==> src/rtl/game_leds_x_buttons.sv <==
// ============================================================================
// Module   : game_leds_x_buttons
// Brief    : LED/button memory game: show a pattern, capture toggles, score.
// Revision : 1.0 - initial release
// ============================================================================
`default_nettype none

module game_leds_x_buttons #(
    parameter int WIDTH         = 3,
    parameter int SHOW_CYCLES   = 4,
    parameter int INPUT_CYCLES  = 64,
    parameter int RESULT_CYCLES = 8
) (
    input  logic           osc_clk,
    input  logic           reset_n,
    input  logic [WIDTH:0] button,
    output logic [WIDTH:0] led
);

    localparam int QW      = $clog2(WIDTH + 2);
    localparam int MAX_A   = (SHOW_CYCLES > INPUT_CYCLES) ? SHOW_CYCLES : INPUT_CYCLES;
    localparam int MAX_CYC = (MAX_A > RESULT_CYCLES) ? MAX_A : RESULT_CYCLES;
    localparam int TW      = (MAX_CYC > 1) ? $clog2(MAX_CYC) : 1;

    localparam logic [15:0]   LFSR_SEED   = 16'hACE1;
    localparam logic [TW-1:0] SHOW_LAST   = TW'(SHOW_CYCLES - 1);
    localparam logic [TW-1:0] INPUT_LAST  = TW'(INPUT_CYCLES - 1);
    localparam logic [TW-1:0] RESULT_LAST = TW'(RESULT_CYCLES - 1);

    typedef enum logic [1:0] {
        ST_SHOW   = 2'd0,
        ST_INPUT  = 2'd1,
        ST_RESULT = 2'd2
    } state_t;

    state_t          state_q, state_d;
    logic [TW-1:0]   timer_q, timer_d;
    logic [15:0]     lfsr_q, lfsr_d;
    logic [WIDTH:0]  sync1_q, sync2_q, prev_q;
    logic [WIDTH:0]  press_w;
    logic [WIDTH:0]  padrao, padrao_d;
    logic [WIDTH:0]  entrada_usuario, entrada_d;
    logic [QW-1:0]   qtd_digitos_corretos, qtd_d;
    logic [WIDTH:0]  led_q, led_d;
    logic [WIDTH:0]  toggled_w;
    logic [WIDTH:0]  thermo_w;
    logic [QW-1:0]   score_w;

    function automatic logic [QW-1:0] popcount(input logic [WIDTH:0] v);
        logic [QW-1:0] c;
        c = '0;
        for (int i = 0; i <= WIDTH; i++) begin
            c = c + QW'(v[i]);
        end
        return c;
    endfunction

    // Rising edge of the synchronized button level gives a one-cycle press pulse.
    assign press_w   = sync2_q & ~prev_q;
    assign toggled_w = entrada_usuario ^ press_w;
    assign score_w   = popcount(~(padrao ^ toggled_w));
    assign led       = led_q;

    always_comb begin
        thermo_w = '0;
        for (int i = 0; i <= WIDTH; i++) begin
            thermo_w[i] = (i < int'(qtd_digitos_corretos));
        end
    end

    always_comb begin
        lfsr_d    = {lfsr_q[0] ^ lfsr_q[2] ^ lfsr_q[3] ^ lfsr_q[5], lfsr_q[15:1]};
        state_d   = state_q;
        timer_d   = timer_q + TW'(1);
        padrao_d  = padrao;
        entrada_d = entrada_usuario;
        qtd_d     = qtd_digitos_corretos;
        led_d     = led_q;
        case (state_q)
            ST_SHOW: begin
                led_d = padrao;
                if (timer_q == SHOW_LAST) begin
                    state_d   = ST_INPUT;
                    timer_d   = '0;
                    entrada_d = '0;
                end
            end
            ST_INPUT: begin
                led_d     = entrada_usuario;
                entrada_d = toggled_w;
                if (timer_q == INPUT_LAST) begin
                    state_d = ST_RESULT;
                    timer_d = '0;
                    qtd_d   = score_w;
                end
            end
            ST_RESULT: begin
                led_d = thermo_w;
                if (timer_q == RESULT_LAST) begin
                    state_d  = ST_SHOW;
                    timer_d  = '0;
                    padrao_d = lfsr_q[WIDTH:0];
                end
            end
            default: begin
                state_d = ST_SHOW;
                timer_d = '0;
                led_d   = '0;
            end
        endcase
    end

    always_ff @(posedge osc_clk or negedge reset_n) begin
        if (!reset_n) begin
            state_q              <= ST_SHOW;
            timer_q              <= '0;
            lfsr_q               <= LFSR_SEED;
            sync1_q              <= '0;
            sync2_q              <= '0;
            prev_q               <= '0;
            padrao               <= LFSR_SEED[WIDTH:0];
            entrada_usuario      <= '0;
            qtd_digitos_corretos <= '0;
            led_q                <= '0;
        end else begin
            state_q              <= state_d;
            timer_q              <= timer_d;
            lfsr_q               <= lfsr_d;
            sync1_q              <= button;
            sync2_q              <= sync1_q;
            prev_q               <= sync2_q;
            padrao               <= padrao_d;
            entrada_usuario      <= entrada_d;
            qtd_digitos_corretos <= qtd_d;
            led_q                <= led_d;
        end
    end

endmodule

`default_nettype wire

==> config.mk <==
export PLATFORM = sky130hd
export DESIGN_NAME = game_leds_x_buttons
export DESIGN_NICKNAME = d
export VERILOG_FILES = /design/src/rtl/game_leds_x_buttons.sv
export SDC_FILE = /design/constraint.sdc
export NUM_CORES = 1
export LEC_CHECK = 0
export CAP_MARGIN = 20
export CORE_MARGIN = 2
export CORE_UTILIZATION = 42
export DETAILED_ROUTE_END_ITERATION = 10
export PLACE_DENSITY = 0.64
export SKIP_LAST_GASP = 1
export SLEW_MARGIN = 15
export SYNTH_ARGS = -nofsm -noshare
export SYNTH_HDL_FRONTEND = slang
export SYNTH_SLANG_ARGS = --single-unit
==> constraint.sdc <==
create_clock -name osc_clk -period 2 [get_ports osc_clk]
set_clock_uncertainty 0.05 [all_clocks]
set_input_delay 0.4 -clock osc_clk [delete_from_list [all_inputs] [get_ports osc_clk]]
set_output_delay 0.4 -clock osc_clk [all_outputs]
set_load 0.05 [all_outputs]
==> impl_metrics.csv <==
group,metric,value,unit
grt,gr-total-overflow,0,
worst_hold_path,holdCritPathClass,"in2async",
synthesis,async_reset_ff_share,100,%
grt,grt_pass1_wl,5890,µm
clocking,htreeDepth,2,
synthesis,syn_nets,163,
floorplanning,die_x,73.4,µm
clocking,clockBufferDepth,2,
cells_and_area,final_cells,233,
synthesis,ys_types,33,
place,portBuffers,9,
sta,setup-violations-final,2,
place,dp.cells,225,
sta,slew_violations,0,
clocking,cts_root_buf,"clkbuf_8",
cells_and_area,num-fill-cells,403,
setup_path,slowest_stage,"dfstp_2",
clocking,holdBufCountCts,0,
setup_path,rr_startpoint,"padrao[0]",
route,wirelength,3480,µm
grt,antenna_found_initial,0,
sta,clock.fmax,480,MHz
route,detail-route-antenna-nets,0,
route,drt_iter0_drc,81,
clocking,clock-sinks,51,
clocking,cts_buffers,5,
clocking,path_clk_slew,0.10,ns
cells_and_area,regArea,1290,µm²
route,vias,1239,
setup_path,worstSetupPathType,"reg2reg",
synthesis,postSynthAreaPerCell,13.2,µm²
sta,hold_viol,0,
clocking,cts_tree,"yes",
sta,relSlewSlack,58.2,%
pwr,ir_worst_vdd,0.000493,V
synthesis,synth_ff_type,"dfrtp_1",
route,dr.pass1.iters,4,
pwr,p_per_area,1050,nW/µm²
route,wire_per_inst,14.9,µm
synthesis,seq_area_frac_synth,63.7,%
cells_and_area,syn_to_final_growth,18.3,%
grt,grtUsageMet1,16.9,%
synthesis,synth_area,2020,µm²
synthesis,synth_edf_count,0,
floorplanning,start_util,43.1,%
synthesis,syn_inst,153,
route,drc,0,
cells_and_area,drive_above_1_share,26.8,%
setup_path,cp-end-kind,"flop",
sta,worst_pin_slew,0.627,ns
setup_path,crit_chain,"xnor2_2 -> xnor2_2 -> fa_1 -> ha_2 -> ha_4 -> mux2_4",
floorplanning,dieArea,5390,µm²
grt,grt_use_met2,25.7,%
cells_and_area,final_common_cell,"dfrtp_1",
grt,grt_pass1_vias,1260,
cells_and_area,antenna_cells,0,
pwr,p_total,2520,µW
place,gp_congestion,0.847,
floorplanning,fp-row-count,25,
sta,fin_ws,-0.0843,ns
sta,period_needed,2.08,ns
setup_path,crit_fanout,2,
setup_path,cp.required,2.15,ns
cells_and_area,multi_input_area,737,µm²
sta,fin_crit_sh,104,%
floorplanning,coreArea,4690,µm²
setup_path,cp_common_cell,"xnor2_2",
floorplanning,io_pins,10,
sta,fin_hold_ws,0.0502,ns
sta,rsz0062_at_grt,"true",
status,status,"complete, but fails checks",
cells_and_area,mostFrequentLayoutCells,"42 x dfrtp_1, 15 x buf_4, 9 x a21oi_1, 9 x nor2_1, 9 x dfstp_2",
clocking,cts_setup_buffers,0,
setup_path,worstSetupStartpointType,"flop",
setup_path,cp.arrival,2.23,ns
status,violations,"setup timing",
run,maxCapViolCount,0,
grt,grt_start_max_net_pins,33,
clocking,clock_latency,0.30,ns
pwr,p_leak,0.00103,µW
grt,grt.total_usage,14.6,%
setup_path,cpPeakStageDelay,0.56,ns
route,vias_per_cell,5.32,
synthesis,synth-seq-cells,51,
floorplanning,die_h,73.4,µm
synthesis,yosysWarnings,0,
grt,met3_usage,3.84,%
grt,busiest_layer,"met2",
place,dp_hpwl,2520,µm
cells_and_area,final_nets,188,
setup_path,cp-startpoint,"padrao[0]",
[cells in the mapped netlist, types with 2 or more instances]
master | n | area [µm²]
a21oi_1 | 9 | 45.0
nor2b_1 | 2 | 12.5
o21ai_0 | 4 | 20.0
o211ai_1 | 8 | 60.1
mux2_2 | 7 | 78.8
a22o_1 | 3 | 26.3
dfrtp_1 | 42 | 1050
xor2_1 | 3 | 26.3
nor2_1 | 9 | 33.8
xnor2_1 | 10 | 87.6
a22oi_1 | 2 | 15.0
dfstp_2 | 9 | 236
ha_1 | 3 | 37.5
nand3_1 | 4 | 20.0
nand2b_1 | 5 | 31.3
buf_2 | 4 | 20.0
inv_1 | 3 | 11.3
nand2_1 | 7 | 26.3
mux2i_1 | 5 | 50.1
[metrics by stage]
step / instance area [µm²] / setup slack [ns] / util (%) / TNS, ns
3_3_place_gp: 2290 / -0.0371 / 48.7 / -0.0371
4_1_cts: 2390 / -0.106 / 50.9 / -0.159
5_1_grt: 2390 / -0.132 / 51.0 / -0.232
3_5_place_dp: 2290 / -0.111 / 48.7 / -0.180
6_report: 2390 / -0.0843 / 51.0 / -0.115
2_1_floorplan: 2050 / -0.0238 / - / -0.0238
[area by class of cell]
cell class	instances	share of cell area, %
flip-flops and latches	51	53.8
multi-input cells	93	30.8
repair buffers	24	8.26
clock buffers	5	2.88
well taps	54	2.82
clock inverters	3	0.941
inverters	3	0.471
[cells by family (layout without fill, tap and decap cells)]
family	count (synthesis)	count (layout)	synth area share [%]
flops	51	51	63.7
simple gates	33	33	9.28
compound gates	31	31	10.3
xor+xnor	13	13	5.63
mux	12	12	6.37
buf+inv	9	35	1.92
fa+ha+maj	4	4	2.85
[metal layers]
metal | wire length (µm) | part of all wire, %
met2 | 1810 | 52
met1 | 1480 | 43
met4 | 51 | 1.5
met5 | 0 | 0
met3 | 132 | 3.8
[sequential cells by signal, indices dropped and copies added, names as in the netlist]
register	flops
state_q	2
lfsr_q	16
sync2_q	4
sync1_q	4
led	4
padrao	4
timer_q	6
qtd_digitos_corretos	3
prev_q	4
entrada_usuario	4
[path summary, 6_finish.rpt]
kind                       cells after the start                 endpoint  slack [ns]
max reg2reg                                    6  qtd_digitos_corretos[1]       -0.08
max                                            6  qtd_digitos_corretos[1]       -0.08
min in group osc_clk                           0               sync2_q[1]        0.30
min reg2reg                                    0               sync2_q[1]        0.30
max in group asynchronous                      2               timer_q[3]        1.22
min                                            1                prev_q[3]        0.05
[power by group]
part	switching [µW]	total, µW	leakage [µW]	internal [µW]
logic	397	746	0.000377	349
registers	61.3	1190	0.000608	1130
clock network	340	590	0.0000485	251
[repair_timing]
item | 4_1_cts | 5_1_grt
endpoints found under the setup margin | 2 | 4
pin swaps | 2 | 2
resized for setup | 2 | 1
[worst max-delay path: cells and delay by family (launching register included)]
kind | cells | cell delay [ns]
XOR/XNOR | 2 | 0.27
adder cells (fa/ha/maj) | 3 | 0.84
flip-flops | 1 | 0.56
multiplexers | 1 | 0.25
Power figures use the tool's default switching activity.
